### src/rtl/instruction_decode_stage_if.sv
// Handshake/bus bundle for the RV32I decode stage.
//   Upstream side : in_valid, in_ready, in_instruction, in_pc, flush
//   Downstream    : out_valid, out_ready, out_pc and the decoded fields
//                   (rs1, rs2, register_write_select, write_enable,
//                   immediate, op_class, funct3, funct7_5, illegal)
// modport slave  : the decode stage itself
// modport master : the environment driving the stage (fetch + consumer)
interface instruction_decode_stage_if #(
  parameter int XLEN = 32
);
  logic            in_valid;
  logic            in_ready;
  logic [XLEN-1:0] in_instruction;
  logic [XLEN-1:0] in_pc;
  logic            flush;
  logic            out_valid;
  logic            out_ready;
  logic [XLEN-1:0] out_pc;
  logic [4:0]      rs1;
  logic [4:0]      rs2;
  logic [4:0]      register_write_select;
  logic            write_enable;
  logic [XLEN-1:0] immediate;
  logic [3:0]      op_class;
  logic [2:0]      funct3;
  logic            funct7_5;
  logic            illegal;

  modport slave (
    input  in_valid, in_instruction, in_pc, flush, out_ready,
    output in_ready, out_valid, out_pc, rs1, rs2, register_write_select,
           write_enable, immediate, op_class, funct3, funct7_5, illegal
  );

  modport master (
    output in_valid, in_instruction, in_pc, flush, out_ready,
    input  in_ready, out_valid, out_pc, rs1, rs2, register_write_select,
           write_enable, immediate, op_class, funct3, funct7_5, illegal
  );
endinterface

### src/rtl/instruction_decode_stage.sv
// RV32I decode stage placed in front of the register file.
// Decodes in_instruction combinationally and captures the result plus the
// PC into a single-entry pipeline register with valid/ready on both sides.
// Ports:
//   clock : rising-edge clock
//   reset : asynchronous active-low reset, clears every register
//   bus   : instruction_decode_stage_if.slave (handshake, flush, fields)
module instruction_decode_stage #(
  parameter int XLEN = 32
) (
  input  logic                        clock,
  input  logic                        reset,
  instruction_decode_stage_if.slave   bus
);

  typedef enum logic [3:0] {
    CLS_LUI     = 4'd0,
    CLS_AUIPC   = 4'd1,
    CLS_JAL     = 4'd2,
    CLS_JALR    = 4'd3,
    CLS_BRANCH  = 4'd4,
    CLS_LOAD    = 4'd5,
    CLS_STORE   = 4'd6,
    CLS_OP_IMM  = 4'd7,
    CLS_OP      = 4'd8,
    CLS_FENCE   = 4'd9,
    CLS_SYSTEM  = 4'd10,
    CLS_ILLEGAL = 4'd15
  } op_class_e;

  logic [31:0] instr;
  logic [2:0]  f3;
  logic [6:0]  f7;
  logic [31:0] imm_i, imm_s, imm_b, imm_u, imm_j;

  op_class_e   dec_class;
  logic [4:0]  dec_rs1, dec_rs2, dec_rd;
  logic        dec_we;
  logic [31:0] dec_imm;
  logic        dec_f7_5;

  assign instr = bus.in_instruction;
  assign f3    = instr[14:12];
  assign f7    = instr[31:25];

  assign imm_i = {{20{instr[31]}}, instr[31:20]};
  assign imm_s = {{20{instr[31]}}, instr[31:25], instr[11:7]};
  assign imm_b = {{19{instr[31]}}, instr[31], instr[7], instr[30:25], instr[11:8], 1'b0};
  assign imm_u = {instr[31:12], 12'b0};
  assign imm_j = {{11{instr[31]}}, instr[31], instr[19:12], instr[20], instr[30:21], 1'b0};

  // Class selection folds in every legality rule, so anything that does not
  // land on a real class stays CLS_ILLEGAL and gets all-zero fields below.
  always_comb begin
    dec_class = CLS_ILLEGAL;
    if (instr[1:0] == 2'b11) begin
      case (instr[6:2])
        5'b01101: dec_class = CLS_LUI;
        5'b00101: dec_class = CLS_AUIPC;
        5'b11011: dec_class = CLS_JAL;
        5'b11001: if (f3 == 3'd0) dec_class = CLS_JALR;
        5'b11000: if (f3 != 3'd2 && f3 != 3'd3) dec_class = CLS_BRANCH;
        5'b00000: if (f3 != 3'd3 && f3 < 3'd6) dec_class = CLS_LOAD;
        5'b01000: if (f3 < 3'd3) dec_class = CLS_STORE;
        5'b00100: begin
          // Shift-immediates carry funct7 in the immediate field.
          if (f3 == 3'd1) begin
            if (f7 == 7'h00) dec_class = CLS_OP_IMM;
          end else if (f3 == 3'd5) begin
            if (f7 == 7'h00 || f7 == 7'h20) dec_class = CLS_OP_IMM;
          end else begin
            dec_class = CLS_OP_IMM;
          end
        end
        5'b01100: begin
          if (f7 == 7'h00 || (f7 == 7'h20 && (f3 == 3'd0 || f3 == 3'd5)))
            dec_class = CLS_OP;
        end
        5'b00011: dec_class = CLS_FENCE;
        5'b11100: dec_class = CLS_SYSTEM;
        default:  dec_class = CLS_ILLEGAL;
      endcase
    end
  end

  always_comb begin
    dec_rs1  = 5'd0;
    dec_rs2  = 5'd0;
    dec_rd   = 5'd0;
    dec_imm  = 32'd0;
    dec_f7_5 = 1'b0;
    case (dec_class)
      CLS_LUI, CLS_AUIPC: begin
        dec_rd  = instr[11:7];
        dec_imm = imm_u;
      end
      CLS_JAL: begin
        dec_rd  = instr[11:7];
        dec_imm = imm_j;
      end
      CLS_JALR, CLS_LOAD: begin
        dec_rs1 = instr[19:15];
        dec_rd  = instr[11:7];
        dec_imm = imm_i;
      end
      CLS_OP_IMM: begin
        dec_rs1  = instr[19:15];
        dec_rd   = instr[11:7];
        dec_imm  = imm_i;
        dec_f7_5 = (f3 == 3'd1 || f3 == 3'd5) ? instr[30] : 1'b0;
      end
      CLS_BRANCH: begin
        dec_rs1 = instr[19:15];
        dec_rs2 = instr[24:20];
        dec_imm = imm_b;
      end
      CLS_STORE: begin
        dec_rs1 = instr[19:15];
        dec_rs2 = instr[24:20];
        dec_imm = imm_s;
      end
      CLS_OP: begin
        dec_rs1  = instr[19:15];
        dec_rs2  = instr[24:20];
        dec_rd   = instr[11:7];
        dec_f7_5 = instr[30];
      end
      default: ;
    endcase
  end

  // dec_rd is already zero for classes that never write, so a non-zero rd
  // is exactly the write condition (x0 writes fall out naturally).
  assign dec_we = (dec_rd != 5'd0);

  logic            valid_reg;
  logic [XLEN-1:0] pc_reg;
  logic [4:0]      rs1_reg, rs2_reg, rd_reg;
  logic            we_reg;
  logic [XLEN-1:0] imm_reg;
  logic [3:0]      class_reg;
  logic [2:0]      f3_reg;
  logic            f7_5_reg;
  logic            illegal_reg;
  logic            capture;

  assign bus.in_ready = !valid_reg || bus.out_ready;
  assign capture      = bus.in_valid && bus.in_ready && !bus.flush;

  always_ff @(posedge clock or negedge reset) begin
    if (!reset) begin
      valid_reg   <= 1'b0;
      pc_reg      <= '0;
      rs1_reg     <= 5'd0;
      rs2_reg     <= 5'd0;
      rd_reg      <= 5'd0;
      we_reg      <= 1'b0;
      imm_reg     <= '0;
      class_reg   <= 4'd0;
      f3_reg      <= 3'd0;
      f7_5_reg    <= 1'b0;
      illegal_reg <= 1'b0;
    end else begin
      if (bus.flush) begin
        valid_reg <= 1'b0;
      end else if (capture) begin
        valid_reg <= 1'b1;
      end else if (bus.out_ready) begin
        valid_reg <= 1'b0;
      end

      // Data fields only move on capture; after a flush or drain they keep
      // stale values, which is harmless because out_valid is low.
      if (capture) begin
        pc_reg      <= bus.in_pc;
        rs1_reg     <= dec_rs1;
        rs2_reg     <= dec_rs2;
        rd_reg      <= dec_rd;
        we_reg      <= dec_we;
        imm_reg     <= dec_imm;
        class_reg   <= dec_class;
        f3_reg      <= f3;
        f7_5_reg    <= dec_f7_5;
        illegal_reg <= (dec_class == CLS_ILLEGAL);
      end
    end
  end

  assign bus.out_valid             = valid_reg;
  assign bus.out_pc                = pc_reg;
  assign bus.rs1                   = rs1_reg;
  assign bus.rs2                   = rs2_reg;
  assign bus.register_write_select = rd_reg;
  assign bus.write_enable          = we_reg;
  assign bus.immediate             = imm_reg;
  assign bus.op_class              = class_reg;
  assign bus.funct3                = f3_reg;
  assign bus.funct7_5              = f7_5_reg;
  assign bus.illegal               = illegal_reg;

endmodule

### src/flat_wrapper.sv
// flat-port wrapper written by rule: the top's interface ports become plain ports
module instruction_decode_stage_flat 
#(
  parameter int XLEN = 32
)
  (clock, reset, bus_in_valid, bus_in_instruction, bus_in_pc, bus_flush, bus_out_ready, bus_in_ready, bus_out_valid, bus_out_pc, bus_rs1, bus_rs2, bus_register_write_select, bus_write_enable, bus_immediate, bus_op_class, bus_funct3, bus_funct7_5, bus_illegal);
  instruction_decode_stage_if #(.XLEN(XLEN)) bus_i ();
  input  logic clock;
  input  logic reset;
  input wire logic [$bits(bus_i.in_valid)-1:0] bus_in_valid;
  input wire logic [$bits(bus_i.in_instruction)-1:0] bus_in_instruction;
  input wire logic [$bits(bus_i.in_pc)-1:0] bus_in_pc;
  input wire logic [$bits(bus_i.flush)-1:0] bus_flush;
  input wire logic [$bits(bus_i.out_ready)-1:0] bus_out_ready;
  output wire logic [$bits(bus_i.in_ready)-1:0] bus_in_ready;
  output wire logic [$bits(bus_i.out_valid)-1:0] bus_out_valid;
  output wire logic [$bits(bus_i.out_pc)-1:0] bus_out_pc;
  output wire logic [$bits(bus_i.rs1)-1:0] bus_rs1;
  output wire logic [$bits(bus_i.rs2)-1:0] bus_rs2;
  output wire logic [$bits(bus_i.register_write_select)-1:0] bus_register_write_select;
  output wire logic [$bits(bus_i.write_enable)-1:0] bus_write_enable;
  output wire logic [$bits(bus_i.immediate)-1:0] bus_immediate;
  output wire logic [$bits(bus_i.op_class)-1:0] bus_op_class;
  output wire logic [$bits(bus_i.funct3)-1:0] bus_funct3;
  output wire logic [$bits(bus_i.funct7_5)-1:0] bus_funct7_5;
  output wire logic [$bits(bus_i.illegal)-1:0] bus_illegal;
  assign bus_i.in_valid = bus_in_valid;
  assign bus_i.in_instruction = bus_in_instruction;
  assign bus_i.in_pc = bus_in_pc;
  assign bus_i.flush = bus_flush;
  assign bus_i.out_ready = bus_out_ready;
  assign bus_in_ready = bus_i.in_ready;
  assign bus_out_valid = bus_i.out_valid;
  assign bus_out_pc = bus_i.out_pc;
  assign bus_rs1 = bus_i.rs1;
  assign bus_rs2 = bus_i.rs2;
  assign bus_register_write_select = bus_i.register_write_select;
  assign bus_write_enable = bus_i.write_enable;
  assign bus_immediate = bus_i.immediate;
  assign bus_op_class = bus_i.op_class;
  assign bus_funct3 = bus_i.funct3;
  assign bus_funct7_5 = bus_i.funct7_5;
  assign bus_illegal = bus_i.illegal;
  instruction_decode_stage #(.XLEN(XLEN)) u_core (.clock(clock), .reset(reset), .bus(bus_i));
endmodule
### config.mk
export PLATFORM = sky130hd
export DESIGN_NAME = instruction_decode_stage_flat
export DESIGN_NICKNAME = d
export VERILOG_FILES = /design/src/rtl/instruction_decode_stage_if.sv /design/src/rtl/instruction_decode_stage.sv /design/src/flat_wrapper.sv
export SDC_FILE = /design/constraint.sdc
export NUM_CORES = 1
export LEC_CHECK = 0
export BUFFER_PORTS_ARGS = -buffer_cell sky130_fd_sc_hd__buf_2
export CAP_MARGIN = 20
export CORE_MARGIN = 2
export CORE_UTILIZATION = 53
export DETAILED_ROUTE_END_ITERATION = 6
export PLACE_DENSITY = 0.86
export SLEW_MARGIN = 20
export SYNTH_ARGS = -nofsm -noshare
export SYNTH_HDL_FRONTEND = slang
export SYNTH_SLANG_ARGS = --single-unit
### constraint.sdc
create_clock -name clock -period 5.11 [get_ports clock]
set_input_delay 0 -clock clock [delete_from_list [all_inputs] [get_ports clock]]
set_output_delay 0 -clock clock [all_outputs]
set_load 0.05 [all_outputs]
==> results.env, run 1 <==
N_ANTENNA_CELL=0
WORSTHOLDPATHTYPE='in2reg'
DPL.HPWL_UM=7740
SYNTH_AREA_LEADER_CELL='sky130_fd_sc_hd__dfrtp_1'
DRIVE_ABOVE_1_SHARE=0.316
TIMING.CRITICAL_PATH.FANOUT_MAX=8
FLOORPLAN.DIE.WIDTH_UM=92.6
SETUP_WS_NS=2.65
P_PER_AREA_nW_PER_UM2=317
DRTPASS1ITERATIONS=5
FIN_CRIT_SH=0.482
SYNTH-EDFF-COUNT=0
SYNTH_WARNINGS=0
SYNTH_SEQ_CELLS=90
MAXCLOCKFREQUENCY_MHz=406
MAXCAPVIOLATIONS=0
MIN_PERIOD_NS=2.46
FINCLKSKEW_NS=0.0208
GPL.FINAL_WEIGHTED_CONGESTION=0.910
GRT_PASS1_VIAS=3982
TIMING.HOLD.WS_NS=0.00467
FINAL-SEQ-AREA_UM2=2250
MOSTFREQUENTLAYOUTCELL='sky130_fd_sc_hd__buf_2'
POSTCTSSETUPREPAIRBUFS=0
DRT-TOTAL-WL_UM=12500
GRT_PASS1_WL_UM=20000
CTS_TREE='yes'
SETUP_VIOL_COUNT_FINAL=0
FINAL_CORE_UTIL=0.755
VDD_DROP_MAX_V=0.000219
RSZ0062_AT_GRT='false'
INITIALDRTVIOLATIONCOUNT=295
SYNTH_LARGEST_TYPE_AREA_FRACTION=0.542
TOTALPOWERFINAL_mW=1.83
NETLIST_AREA_UM2=4160
VIAS_PER_CELL=5.71
CHIPHEIGHT_UM=92.6
CORE_AREA_UM2=7650
PLACED_CELLS_INCL_TAPS=649
NON_FILLER_INSTANCE_COUNT_AFTER_LAYOUT=723
AVGROUTEDWIREPERCELL_UM=17.2
WORST-SLEW-PIN-TRANSITION_NS=0.997
GRT_REMAINING_OVERFLOW=0
POST_ROUTE_CELL_AREA_UM2=5770
DOMINANTREGCELLSYNTH='sky130_fd_sc_hd__dfrtp_1'
CTS.PATH.MAX_BUFFERS=2
DRC=0
MOST-COMMON-LAYOUT-CELLS='sky130_fd_sc_hd__buf_2 (158), sky130_fd_sc_hd__nand2_1 (133), sky130_fd_sc_hd__dfrtp_1 (90)'
SLEW_HEADROOM=0.335
IO-PIN-COUNT=160
ROUTED_ANTENNA_NETS=0
FILLER_CELL_COUNT=504
CTS_ROOT_BUF='sky130_fd_sc_hd__clkbuf_8'
YS_SEQ_AREA_FRAC=0.542
RUN_STATUS='complete, no violations'
GRT_MAX_DEGREE=96
ARRIVAL_NS=2.74
FINALMAXSLEWVIOLATIONS=0
FLOORPLAN.ROWS=32
YS_ASYNC_SR_FRACTION=1.00
MULTI_INPUT_AREA_UM2=1760
AREA_GROWTH_PCT=38.8
DP_WORST_SETUP_SLACK_NS=2.61
REQUIRED_NS=5.38
CLOCK-SINKS=90
IO_BUFFERS=159
STATIC-LEAKAGE-POWER_nW=3.05
LAYOUT.NETS=685
SKEW_PAIR_LATE_INSERTION_DELAY_NS=0.37
YS_TOP_CELLS_BY_AREA='sky130_fd_sc_hd__dfrtp_1 (54%), sky130_fd_sc_hd__nand2_1 (12%), sky130_fd_sc_hd__a221o_1 (4.3%)'
INITIAL_ANTENNA_VIOLATION_COUNT=0
PLACED_AREA_UM2=4970
FINAL_HOLD_VIOLATION_COUNT=0
FLOORPLAN.INITIALDENSITY=0.544
CRIT_TYPE='in2reg'
PATH_CLK_SLEW_NS=0.09
FINAL.SETUP.TNS_NS=0
SYNTH_CELLS=411
POSTSYNTHNETCOUNT=480
AVGSYNTHCELLAREA_UM2=10.1
GRTUSAGETOTAL=0.296
CTS_MAX_LEVEL=3
SYNTH.LIB_CELLS_USED.DISTINCT=58
VIAS=4126
SETUP.WORST_PATH.END_CLASS='flop'
DIEAREA_UM2=8570
NUMCTSBUFFERS=9
WORSTSETUPSTARTPOINTTYPE='input pin'
cells by family after synthesis:
family	synth area share
buf+inv	0.0367
flops	0.542
mux	0.0241
xor+xnor	0.00211
simple gates	0.207
compound gates	0.188
worst max-delay path: stages:
cell	delay, ns
sky130_fd_sc_hd__dlygate4sd3_1	0.53
sky130_fd_sc_hd__buf_2	0.19
sky130_fd_sc_hd__or3b_1	0.40
sky130_fd_sc_hd__a2111oi_2	0.53
sky130_fd_sc_hd__nor4_1	0.14
sky130_fd_sc_hd__and3_1	0.33
sky130_fd_sc_hd__or3_4	0.42
sky130_fd_sc_hd__a211oi_2	0.19
power breakdown:
| group | switching [mW] | internal [mW] |
|---|---|---|
| registers | 0.0365 | 0.775 |
| clock network | 0.290 | 0.197 |
| logic | 0.388 | 0.143 |
| total | 0.714 | 1.11 |
final cells by class:
class,instances,share of cell area
Sequential cell,90,0.390
Multi-Input combinational cell,290,0.306
Timing Repair Buffer,219,0.242
Tap cell,102,0.0221
Clock buffer,9,0.0215
Clock inverter,7,0.0145
Inverter,6,0.00390
repair_timing:
action	4_1_cts	5_1_grt
hold buffers	58	0
gates resized for setup	0	0
endpoints found under the hold margin	166	0
synth_stat cells, types with 3 or more instances:
master	n
sky130_fd_sc_hd__nand2_1	133
sky130_fd_sc_hd__dfrtp_1	90
sky130_fd_sc_hd__o21ai_0	21
sky130_fd_sc_hd__a221o_1	18
sky130_fd_sc_hd__clkbuf_1	13
sky130_fd_sc_hd__nor2_1	11
sky130_fd_sc_hd__mux2i_1	10
sky130_fd_sc_hd__a21oi_1	6
sky130_fd_sc_hd__a22o_1	6
sky130_fd_sc_hd__inv_1	6
sky130_fd_sc_hd__nor3_1	6
sky130_fd_sc_hd__a32o_1	5
sky130_fd_sc_hd__buf_2	5
sky130_fd_sc_hd__a2111oi_2	4
sky130_fd_sc_hd__a2bb2oi_1	4
sky130_fd_sc_hd__a41oi_1	3
sky130_fd_sc_hd__buf_6	3
sky130_fd_sc_hd__nand2b_1	3
sky130_fd_sc_hd__nor3_4	3
sky130_fd_sc_hd__nor4_1	3
sky130_fd_sc_hd__o31ai_1	3
layer usage:
metal  GRT usage  up-vias  wire (µm)
met2       0.501      199       6190
met4      0.0684        0        215
met3      0.0700       21        979
li1            -     1882          -
met5           0        -          0
met1       0.389     2024       5070
path summary, 6_finish.rpt:
path                                              startpoint                                    to  slack [ns]  depth (start not counted)
max                                   bus_in_instruction[13]  u_core.bus.immediate[11]$_DFFE_PN0P_        2.65                          8
min                                   bus_in_instruction[14]      u_core.bus.funct3[2]$_DFFE_PN0P_       0.005                          3
max reg2reg                 u_core.bus.out_valid$_DFFE_PN0P_  u_core.bus.immediate[20]$_DFFE_PN0P_        2.80                          6
min reg2reg                u_core.bus.out_pc[22]$_DFFE_PN0P_     u_core.bus.out_pc[22]$_DFFE_PN0P_        0.48                          2
max in group asynchronous                              reset         u_core.bus.rs1[2]$_DFFE_PN0P_        4.32                          2
min in group asynchronous                              reset      u_core.bus.out_pc[5]$_DFFE_PN0P_        0.25                          2
(Power assumes the default switching activity.)
==> inputs of run 2 (changes only) <==
--- a/config.mk
+++ b/config.mk
@@ -8,9 +8,9 @@
 export BUFFER_PORTS_ARGS = -buffer_cell sky130_fd_sc_hd__buf_2
 export CAP_MARGIN = 20
 export CORE_MARGIN = 2
-export CORE_UTILIZATION = 53
+export CORE_UTILIZATION = 44
 export DETAILED_ROUTE_END_ITERATION = 6
-export PLACE_DENSITY = 0.86
+export PLACE_DENSITY = 0.76
 export SLEW_MARGIN = 20
 export SYNTH_ARGS = -nofsm -noshare
 export SYNTH_HDL_FRONTEND = slang
==> constraint.sdc (replaced) <==
create_clock -name clock -period 2 [get_ports clock]
set_input_delay 0 -clock clock [delete_from_list [all_inputs] [get_ports clock]]
set_output_delay 0 -clock clock [all_outputs]
set_load 0.05 [all_outputs]
==> results.env, run 2 (synthesis results as in run 1) <==
DRC=0
DRIVE_ABOVE_1_SHARE=0.372
N_ANTENNA_CELL=0
WORSTSETUPSTARTPOINTTYPE='input pin'
CRIT_TYPE='in2reg'
CLOCK-SINKS=90
R2R_START='u_core.bus.out_valid$_DFFE_PN0P_'
FLOORPLAN.DIE.WIDTH_UM=101
STATIC-LEAKAGE-POWER_nW=3.28
AVGROUTEDWIREPERCELL_UM=16.1
FLOORPLAN.INITIALDENSITY=0.452
FIN_CRIT_SH=0.952
R2R-END='u_core.bus.immediate[17]$_DFFE_PN0P_'
INITIAL_ANTENNA_VIOLATION_COUNT=0
ARRIVAL_NS=2.21
P_PER_AREA_nW_PER_UM2=764
SKEW_PAIR_LATE_INSERTION_DELAY_NS=0.37
MAXCLOCKFREQUENCY_MHz=525
DPL.HPWL_UM=8340
CTS_MAX_LEVEL=3
MOSTFREQUENTLAYOUTCELL='sky130_fd_sc_hd__buf_2'
NUMCTSBUFFERS=9
PATH_CLK_SLEW_NS=0.10
FINALMAXSLEWVIOLATIONS=0
TIMING.REG2REG.WORST_PATH_DEPTH=5
RSZ0062_AT_GRT='false'
MIN_PERIOD_NS=1.90
FINCLKSKEW_NS=0.0101
VIAS_PER_CELL=5.33
FLOORPLAN.ROWS=35
CORE_AREA_UM2=9200
HOLD_END='u_core.bus.funct3[2]$_DFFE_PN0P_'
WORSTHOLDPATHTYPE='in2reg'
SETUP.WORST_PATH.END_CLASS='flop'
PLACED_CELLS_INCL_TAPS=707
REGTOREGSETUPSLACK_NS=0.27
DRTPASS1ITERATIONS=4
POWER.INTERNAL_mW=2.89
FILLER_CELL_COUNT=694
GRTUSAGETOTAL=0.246
FINAL_HOLD_VIOLATION_COUNT=0
GRT_PASS1_VIAS=4014
PLACED_AREA_UM2=5410
SETUP_VIOL_COUNT_FINAL=0
MIN_FROM='bus_in_instruction[14]'
GRT_PASS1_WL_UM=19800
TIMING.CRITICAL_PATH.FANOUT_MAX=6
AREA_GROWTH_PCT=48.7
GRT_REMAINING_OVERFLOW=0
IO_BUFFERS=159
ROUTED_ANTENNA_NETS=0
P_SWITCHING_mW=1.83
POWER.COMBINATIONAL.FRACTION=0.301
VIAS=4161
POST_ROUTE_CELL_AREA_UM2=6180
DIEAREA_UM2=10200
MAXCAPVIOLATIONS=0
LAYOUT.NETS=733
GRT_MAX_DEGREE=72
GPL.FINAL_WEIGHTED_CONGESTION=0.918
IO-PIN-COUNT=160
CHIPHEIGHT_UM=101
FINAL-SEQ-AREA_UM2=2250
WORST-SLEW-PIN-TRANSITION_NS=0.638
MOST-COMMON-LAYOUT-CELLS='sky130_fd_sc_hd__buf_2 (158), sky130_fd_sc_hd__nand2_1 (133), sky130_fd_sc_hd__dfrtp_1 (89)'
CTS_ROOT_BUF='sky130_fd_sc_hd__clkbuf_8'
SLEW_HEADROOM=0.575
SW_FRAC_OF_TOTAL=0.388
MULTI_INPUT_AREA_UM2=1770
VDD_DROP_MAX_V=0.000345
INITIALDRTVIOLATIONCOUNT=185
RUN_STATUS='complete, no violations'
TOTALPOWERFINAL_mW=4.72
MIN_PATH_CELLS=4
POSTCTSSETUPREPAIRBUFS=0
POWER.CLOCK.FRACTION=0.262
REQUIRED_NS=2.31
NON_FILLER_INSTANCE_COUNT_AFTER_LAYOUT=780
CTS.PATH.MAX_BUFFERS=2
P_SEQ_FRAC=0.437
FINAL.SETUP.TNS_NS=0
CTS_TREE='yes'
DRT-TOTAL-WL_UM=12500
-- run 2: timing repair --
action                                 4_1_cts  5_1_grt
setup endpoints to repair                    0        1
endpoints found under the hold margin      121        0
gates resized for setup                      0        1
hold buffers                                57        0
-- run 2: power groups by stage --
stage	sequential, mW	clock (mW)	combinational [mW]
floorplan	2.68	0	0.306
global placement	2.09	0	1.31
detailed placement	2.10	0	1.33
CTS	2.06	1.27	1.42
global route	2.08	1.35	1.51
finish	2.06	1.24	1.42
-- run 2: worst max-delay path, stage by stage --
cell and delay, ns:
sky130_fd_sc_hd__buf_2 0.13, sky130_fd_sc_hd__or4b_1 0.60, sky130_fd_sc_hd__a2111oi_2 0.42, sky130_fd_sc_hd__a2111o_1 0.32
sky130_fd_sc_hd__mux2i_1 0.49, sky130_fd_sc_hd__a32o_1 0.25
-- run 2: worst max path at each step --
stage	from	depth (start not counted)	slack (ns)	to
2_1_floorplan	u_core.bus.out_valid$_DFFE_PN0P_	6	-0.02	u_core.bus.out_pc[10]$_DFFE_PN0P_
3_3_place_gp	bus_in_instruction[3]	8	-0.23	u_core.bus.rs1[3]$_DFFE_PN0P_
3_5_place_dp	bus_in_instruction[3]	8	-0.29	u_core.bus.rs1[3]$_DFFE_PN0P_
4_1_cts	bus_in_instruction[3]	8	0.13	u_core.bus.rs1[4]$_DFFE_PN0P_
5_1_grt	bus_in_instruction[3]	6	0.04	u_core.bus.rs2[1]$_DFFE_PN0P_
6_report	bus_in_instruction[3]	6	0.1	u_core.bus.rs2[1]$_DFFE_PN0P_
-- run 2: routing by layer --
layer | wire [µm] | global-route usage | part of all wire
met3 | 858 | 0.0538 | 0.068
met1 | 5210 | 0.311 | 0.42
met4 | 320 | 0.0925 | 0.026
met5 | 0 | 0 | 0
met2 | 6160 | 0.416 | 0.49
-- run 2: area by class of cell --
| class | instances | share of cell area |
|---|---|---|
| Clock inverter | 7 | 0.0115 |
| Multi-Input combinational cell | 290 | 0.286 |
| Sequential cell | 90 | 0.365 |
| Tap cell | 111 | 0.0225 |
| Inverter | 6 | 0.00364 |
| Timing Repair Buffer | 267 | 0.291 |
| Clock buffer | 9 | 0.0200 |
-- run 2: per-stage QoR --
step	worst slack, ns	hold WS, ns	util
4_1_cts	0.128	0.00877	0.672
5_1_grt	0.0420	0.0176	0.672
6_report	0.0957	0.0258	0.672
2_1_floorplan	-0.0163	-0.296	-
3_3_place_gp	-0.228	0.0528	0.588
3_5_place_dp	-0.295	0.0735	0.588
